--- config.mk ---
export PLATFORM = sky130hd
export DESIGN_NAME = hdc_classify_seq
export DESIGN_NICKNAME = d
export VERILOG_FILES = /design/src/rtl/hdc_classify_seq.sv
export SDC_FILE = /design/constraint.sdc
export NUM_CORES = 2
export LEC_CHECK = 0
export CORE_MARGIN = 2
export CORE_UTILIZATION = 50
export CTS_BUF_LIST = sky130_fd_sc_hd__clkbuf_16
export DETAILED_ROUTE_END_ITERATION = 8
export PLACE_DENSITY = 0.66
export SKIP_LAST_GASP = 1
export SYNTH_ARGS = -nofsm -noshare
export SYNTH_HDL_FRONTEND = slang
export SYNTH_SLANG_ARGS = --single-unit
--- constraint.sdc ---
create_clock -name clk -period 12.6 [get_ports clk]
set_input_delay 1.26 -clock clk [delete_from_list [all_inputs] [get_ports clk]]
set_output_delay 1.26 -clock clk [all_outputs]
set_load 0.02 [all_outputs]
--- src/rtl/hdc_classify_seq.sv ---
// Control sequencer for the HDC spam/ham classifier: tokenizes the message, then steps the
// word-serial encode, average, threshold and compare passes and forms the ham/spam verdict.
module hdc_classify_seq #(
    parameter int MAX_LENGTH = 200,
    parameter int NUM_CHAR   = 37,
    parameter int DIM        = 10000,
    parameter int CHUNK      = 16,
    parameter int NUM_CHUNKS = DIM / CHUNK,
    parameter int CNT_W      = 16,
    localparam int ADDR_W    = $clog2(NUM_CHAR * NUM_CHUNKS),
    localparam int CI_W      = $clog2(NUM_CHUNKS)
) (
    input  logic              clk,
    input  logic              reset,
    input  logic              start,
    input  logic [7:0]        msg_len,
    input  logic              char_valid,
    input  logic [7:0]        char_data,
    output logic              char_ready,
    output logic              im_rd_en,
    output logic [ADDR_W-1:0] im_addr,
    output logic              acc_en,
    output logic              acc_first,
    output logic              acc_last,
    output logic [CI_W-1:0]   chunk_idx,
    output logic              avg_en,
    output logic              thr_en,
    output logic              cmp_en,
    input  logic              dist_valid,
    input  logic [4:0]        dist_ham,
    input  logic [4:0]        dist_spam,
    output logic              busy,
    output logic              done,
    output logic [1:0]        result
);

    localparam int TOK_W = $clog2(NUM_CHAR);
    localparam int VC_W  = $clog2(NUM_CHUNKS + 1);
    localparam logic [CI_W-1:0]   LAST_CHUNK = CI_W'(NUM_CHUNKS - 1);
    localparam logic [VC_W-1:0]   LAST_VALID = VC_W'(NUM_CHUNKS - 1);
    localparam logic [ADDR_W-1:0] CHUNKS_A   = ADDR_W'(NUM_CHUNKS);
    localparam logic [7:0]        MAX_LEN_B  = 8'(MAX_LENGTH);

    typedef enum logic [3:0] {
        S_IDLE, S_LOAD, S_ACCUM, S_DRAIN, S_AVG, S_THRESH, S_CMP, S_DECIDE, S_DONE
    } state_t;

    // Case-folded symbol index: a-z -> 11..36, 0-9 -> 1..10, anything else -> 0.
    function automatic logic [TOK_W-1:0] char_to_tok(input logic [7:0] c);
        logic [7:0] t;
        if (c >= 8'h61 && c <= 8'h7a) begin
            t = c - 8'd86;
        end else if (c >= 8'h41 && c <= 8'h5a) begin
            t = c - 8'd54;
        end else if (c >= 8'h30 && c <= 8'h39) begin
            t = c - 8'd47;
        end else begin
            t = 8'd0;
        end
        return TOK_W'(t);
    endfunction

    state_t              state_r;
    logic [7:0]          len_r;
    logic [7:0]          wr_ptr_r;
    logic [7:0]          tok_cnt_r;
    logic [CI_W-1:0]     chunk_cnt_r;
    logic                cmp_issued_r;
    logic [VC_W-1:0]     valid_cnt_r;
    logic [CNT_W-1:0]    ham_tot_r;
    logic [CNT_W-1:0]    spam_tot_r;
    logic [1:0]          verdict_r;
    logic                rd_first_r;
    logic                rd_last_r;
    logic [CI_W-1:0]     rd_chunk_r;
    logic                char_ready_r;
    logic                im_rd_en_r;
    logic [ADDR_W-1:0]   im_addr_r;
    logic                acc_en_r;
    logic                acc_first_r;
    logic                acc_last_r;
    logic [CI_W-1:0]     chunk_idx_r;
    logic                avg_en_r;
    logic                thr_en_r;
    logic                cmp_en_r;
    logic                busy_r;
    logic                done_r;
    logic [1:0]          result_r;

    logic [TOK_W-1:0]    tok_buf [MAX_LENGTH];
    logic                load_fire_s;
    logic [TOK_W-1:0]    rd_tok_s;
    logic [ADDR_W-1:0]   addr_s;
    logic [7:0]          len_in_s;

    assign load_fire_s = (state_r == S_LOAD) && char_valid && char_ready_r;
    assign rd_tok_s    = tok_buf[tok_cnt_r];
    assign addr_s      = ADDR_W'(rd_tok_s) * CHUNKS_A + ADDR_W'(chunk_cnt_r);
    assign len_in_s    = (msg_len > MAX_LEN_B) ? MAX_LEN_B : msg_len;

    // Token buffer write port; contents are only meaningful up to len_r.
    always_ff @(posedge clk) begin
        if (load_fire_s) begin
            tok_buf[wr_ptr_r] <= char_to_tok(char_data);
        end
    end

    // Main sequencer: state, loop counters, distance totals and all registered outputs.
    always_ff @(posedge clk) begin
        if (reset) begin
            state_r      <= S_IDLE;
            len_r        <= 8'd0;
            wr_ptr_r     <= 8'd0;
            tok_cnt_r    <= 8'd0;
            chunk_cnt_r  <= '0;
            cmp_issued_r <= 1'b0;
            valid_cnt_r  <= '0;
            ham_tot_r    <= '0;
            spam_tot_r   <= '0;
            verdict_r    <= 2'b00;
            rd_first_r   <= 1'b0;
            rd_last_r    <= 1'b0;
            rd_chunk_r   <= '0;
            char_ready_r <= 1'b0;
            im_rd_en_r   <= 1'b0;
            im_addr_r    <= '0;
            acc_en_r     <= 1'b0;
            acc_first_r  <= 1'b0;
            acc_last_r   <= 1'b0;
            chunk_idx_r  <= '0;
            avg_en_r     <= 1'b0;
            thr_en_r     <= 1'b0;
            cmp_en_r     <= 1'b0;
            busy_r       <= 1'b0;
            done_r       <= 1'b0;
            result_r     <= 2'b00;
        end else begin
            // Strobes default low; the accumulate side trails the read side by one cycle.
            im_rd_en_r   <= 1'b0;
            im_addr_r    <= '0;
            rd_first_r   <= 1'b0;
            rd_last_r    <= 1'b0;
            rd_chunk_r   <= '0;
            avg_en_r     <= 1'b0;
            thr_en_r     <= 1'b0;
            cmp_en_r     <= 1'b0;
            done_r       <= 1'b0;
            char_ready_r <= 1'b0;
            acc_en_r     <= im_rd_en_r;
            acc_first_r  <= rd_first_r;
            acc_last_r   <= rd_last_r;
            chunk_idx_r  <= rd_chunk_r;

            case (state_r)
                S_IDLE: begin
                    if (start) begin
                        busy_r       <= 1'b1;
                        len_r        <= len_in_s;
                        wr_ptr_r     <= 8'd0;
                        tok_cnt_r    <= 8'd0;
                        chunk_cnt_r  <= '0;
                        cmp_issued_r <= 1'b0;
                        valid_cnt_r  <= '0;
                        ham_tot_r    <= '0;
                        spam_tot_r   <= '0;
                        if (msg_len == 8'd0) begin
                            verdict_r <= 2'b11;
                            state_r   <= S_DONE;
                        end else begin
                            char_ready_r <= 1'b1;
                            state_r      <= S_LOAD;
                        end
                    end else begin
                        state_r <= S_IDLE;
                    end
                end
                S_LOAD: begin
                    char_ready_r <= 1'b1;
                    if (load_fire_s) begin
                        wr_ptr_r <= wr_ptr_r + 8'd1;
                        if (wr_ptr_r == len_r - 8'd1) begin
                            char_ready_r <= 1'b0;
                            state_r      <= S_ACCUM;
                        end
                    end
                end
                S_ACCUM: begin
                    im_rd_en_r <= 1'b1;
                    im_addr_r  <= addr_s;
                    rd_first_r <= (tok_cnt_r == 8'd0);
                    rd_last_r  <= (tok_cnt_r == len_r - 8'd1);
                    rd_chunk_r <= chunk_cnt_r;
                    if (tok_cnt_r == len_r - 8'd1) begin
                        tok_cnt_r <= 8'd0;
                        if (chunk_cnt_r == LAST_CHUNK) begin
                            chunk_cnt_r <= '0;
                            state_r     <= S_DRAIN;
                        end else begin
                            chunk_cnt_r <= chunk_cnt_r + CI_W'(1);
                        end
                    end else begin
                        tok_cnt_r <= tok_cnt_r + 8'd1;
                    end
                end
                S_DRAIN: begin
                    state_r <= S_AVG;
                end
                S_AVG: begin
                    avg_en_r    <= 1'b1;
                    chunk_cnt_r <= '0;
                    state_r     <= S_THRESH;
                end
                S_THRESH: begin
                    thr_en_r    <= 1'b1;
                    chunk_idx_r <= chunk_cnt_r;
                    if (chunk_cnt_r == LAST_CHUNK) begin
                        chunk_cnt_r <= '0;
                        state_r     <= S_CMP;
                    end else begin
                        chunk_cnt_r <= chunk_cnt_r + CI_W'(1);
                    end
                end
                S_CMP: begin
                    // Issue runs ahead; the state is held until every distance has come back.
                    if (!cmp_issued_r) begin
                        cmp_en_r    <= 1'b1;
                        chunk_idx_r <= chunk_cnt_r;
                        if (chunk_cnt_r == LAST_CHUNK) begin
                            cmp_issued_r <= 1'b1;
                            chunk_cnt_r  <= '0;
                        end else begin
                            chunk_cnt_r <= chunk_cnt_r + CI_W'(1);
                        end
                    end
                    if (dist_valid) begin
                        ham_tot_r   <= ham_tot_r + CNT_W'(dist_ham);
                        spam_tot_r  <= spam_tot_r + CNT_W'(dist_spam);
                        valid_cnt_r <= valid_cnt_r + VC_W'(1);
                        if (valid_cnt_r == LAST_VALID) begin
                            state_r <= S_DECIDE;
                        end
                    end
                end
                S_DECIDE: begin
                    if (ham_tot_r < spam_tot_r) begin
                        verdict_r <= 2'b01;
                    end else if (ham_tot_r > spam_tot_r) begin
                        verdict_r <= 2'b00;
                    end else begin
                        verdict_r <= 2'b11;
                    end
                    state_r <= S_DONE;
                end
                S_DONE: begin
                    done_r   <= 1'b1;
                    result_r <= verdict_r;
                    busy_r   <= 1'b0;
                    state_r  <= S_IDLE;
                end
                default: begin
                    busy_r  <= 1'b0;
                    state_r <= S_IDLE;
                end
            endcase
        end
    end

    assign char_ready = char_ready_r;
    assign im_rd_en   = im_rd_en_r;
    assign im_addr    = im_addr_r;
    assign acc_en     = acc_en_r;
    assign acc_first  = acc_first_r;
    assign acc_last   = acc_last_r;
    assign chunk_idx  = chunk_idx_r;
    assign avg_en     = avg_en_r;
    assign thr_en     = thr_en_r;
    assign cmp_en     = cmp_en_r;
    assign busy       = busy_r;
    assign done       = done_r;
    assign result     = result_r;

endmodule

==> results.sh <==
export IMPL_total_power_mw=9.98
export IMPL_yosysMostFrequentCell="edfxtp_1"
export IMPL_cts_sinks=1340
export IMPL_drt_pass1_iter_count=5
export IMPL_cts_resized=0
export IMPL_rsz0062_at_grt="no"
export IMPL_worst_path_max_delay_cell="dfxtp_4"
export IMPL_critPathLaunchType="register"
export IMPL_drtAntennaViolNets=0
export IMPL_cp_required_ns=13.19
export IMPL_dr_total_vias=27613
export IMPL_grt_busiest_layer="met2"
export IMPL_synth_edf_count=1200
export IMPL_netlist_area_um2=54400
export IMPL_final_layout_size_suffix_gt1_share_pct=20.3
export IMPL_max_vdd_ir_drop_mv=0.123
export IMPL_portBuffers=67
export IMPL_clock_latency_ns=0.75
export IMPL_crit_path_max_fanout=101
export IMPL_grtUsageTotal_pct=22.7
export IMPL_antenna_found_initial=3
export IMPL_post_dp_hpwl_mm=75.6
export IMPL_synth_avg_cell_area_um2=18.6
export IMPL_boundaryPins=68
export IMPL_cts_max_level=4
export IMPL_worstHoldStart="rd_last_r"
export IMPL_period_needed_ns=7.54
export IMPL_use_met1_pct=32.1
export IMPL_fin_tns_setup_ns=0
export IMPL_design_core_area_um2=108000
export IMPL_syn_nets=3048
export IMPL_fin_nets=3135
export IMPL_crit_path_max_incr_delay_ns=0.88
export IMPL_slew_headroom_pct=16.3
export IMPL_yosys_top_cells_area="edfxtp_1 (66%), mux4_2 (15%), dfxtp_1 (5.2%)"
export IMPL_root_buffer="clkbuf_16"
export IMPL_area_growth_pct=11.9
export IMPL_worst_slew_pin_transition_ns=1.26
export IMPL_status="finished, final reports clean"
export IMPL_ys_ff_latch=1340
export IMPL_wl_mm=125
export IMPL_critPathCaptureType="register"
export IMPL_synthCells=2921
export IMPL_arrival_ns=8.13
export IMPL_yosysTopAreaCellShare_pct=66.2
export IMPL_synth_top_cell_by_area="edfxtp_1"
export IMPL_yosysSeqAreaShare_pct=71.4
export IMPL_grt_first_pass_wirelength_mm=186
export IMPL_cts_buffers=138
export IMPL_cp_cell_sequence="buf_12, mux4_2, mux4_2, mux4_2, mux2i_1, o21a_1, fa_1, inv_1, fa_1, ha_1, inv_1, fa_1, inv_1, ha_1, and3_1, a21oi_1, o211ai_1, o311ai_0, o21ai_0, xnor2_1, nor2_1"
export IMPL_yosys_warnings=0
export IMPL_num_fill_cells=8066
export IMPL_drc=0
export IMPL_path_clk_slew_ns=0.06
export IMPL_setup_viol=0
export IMPL_initial_utilization_pct=50.2
export IMPL_grt_pass1_vias=28165
export IMPL_timing_final_crit_share_pct=59.8
export IMPL_overflow=0
export IMPL_grt_max_degree=201
export IMPL_gp_congestion=0.821
export IMPL_hp_class="reg -> reg"
export IMPL_rows=121
export IMPL_slew_viol_final=0
export IMPL_hold_viol=0
export IMPL_synth_cell_types=60
export IMPL_drt_iter0_drc=2964
export IMPL_postCtsHoldBufs=0
export IMPL_cts_tree="done"
export IMPL_synthArstFlopShare_pct=0
export IMPL_power_density_nw_per_um2=164
export IMPL_grt_util_met3_pct=4.41
export IMPL_cts_setup_buffers=0
export IMPL_antenna_cells=0
export IMPL_synthTopCellsByCount="edfxtp_1 (1,200), mux4_2 (373), nor2_1 (339)"
export IMPL_die_w_um=334
export IMPL_maxCapViolations=0
export IMPL_synth_flop_cell="edfxtp_1"
export IMPL_final_seq_area_um2=38800
export IMPL_clock_path_buffers=3
export IMPL_die_y_um=334
export IMPL_routedWlPerCell_um=27.6
export IMPL_fin_skew_ns=0.0211
export IMPL_path_class="reg -> reg"
export IMPL_p_leak_nw=16.9
export IMPL_hold_slack_ns=0.444
export IMPL_multiInputGateArea_um2=14600
export IMPL_max_freq_mhz=133
export IMPL_use_met2_pct=36.1
export IMPL_post_drt_via_cell_ratio=6.10
export IMPL_die_area_um2=111000
[cell usage in the layout (no fill, tap or decap), drive strengths merged, types with 40 or more instances in the layout]
master and count:
xnor2 40, inv 123, clkdlybuf4s50 66, ha 83, clkinv 45, nand3 52
edfxtp 1200, a21oi 56, clkbuf 140, mux4 373, nor2 339, dfxtp 140
nand2 70
[cell families (layout without fill, tap and decap cells)]
family | after synthesis | in the layout | share of synthesized area, %
AO/OA/AOI/OAI | 175 | 175 | 2.04
XOR/XNOR | 80 | 80 | 1.39
adder cells (fa/ha/maj) | 96 | 96 | 2.39
buffers and inverters | 229 | 423 | 1.88
flip-flops | 1340 | 1340 | 71.4
multiplexers | 406 | 406 | 16.1
AND/OR/NAND/NOR | 595 | 595 | 4.87
[cell type report]
class                      instances  area share (%)
clock buffer                     140            5.76
clock inverter                   107            1.39
inverter                          74           0.456
multi-input combinational       1352            24.1
sequential                      1340            63.8
tap                             1414            2.91
timing repair buffer             102            1.61
[where the power goes]
group	internal (mW)	switching (mW)	total, mW
clock network	2.24	1.69	3.93
logic	0.507	0.629	1.14
registers	4.86	0.0469	4.91
total	7.61	2.37	9.98
[per-layer routing]
metal / part of all wire, % / wire length, µm
met2: 48 / 60400
met5: 0.012 / 15
met3: 7.9 / 9930
met1: 41 / 51600
met4: 2.6 / 3300
[worst max-delay path, delay by kind of cell (launching register included)]
family	cells	cell delay, ns
buffers and inverters	4	0.81
AND/OR/NAND/NOR	2	0.25
flip-flops	1	0.88
AO/OA/AOI/OAI	5	0.99
XOR/XNOR	1	0.19
adder cells (fa/ha/maj)	5	2.00
multiplexers	4	2.05
[per-stage QoR]
step,instance area (µm²),setup WS [ns],cells,utilization (%)
CTS,60900,5.05,4529,56.1
global placement,56500,5.14,4282,52.1
global route,60900,4.68,4529,56.1
finish,60900,5.06,4529,56.1
detailed placement,56500,5.08,4282,52.1
floorplan,54400,0.953,2921,-
[state kept, by name, summed over array words and instances, names as in the netlist, 2 cells and up, named ones only]
name and count:
chunk_cnt_r 10, chunk_idx 10, ham_tot_r 16, im_addr 15, len_r 8, rd_chunk_r 10
result 2, spam_tot_r 16, state_r 4, tok_buf 1200, tok_cnt_r 8, valid_cnt_r 10
verdict_r 2, wr_ptr_r 8
[path summary, 6_finish.rpt]
path	slack (ns)	endpoint	cells past startpoint
worst max register to register	5.06	im_addr[14]	21
worst max-delay path	5.06	im_addr[14]	21
worst min-delay path	0.44	acc_last	1
worst min register to register	0.44	acc_last	1
Power figures use the tool's default switching activity.
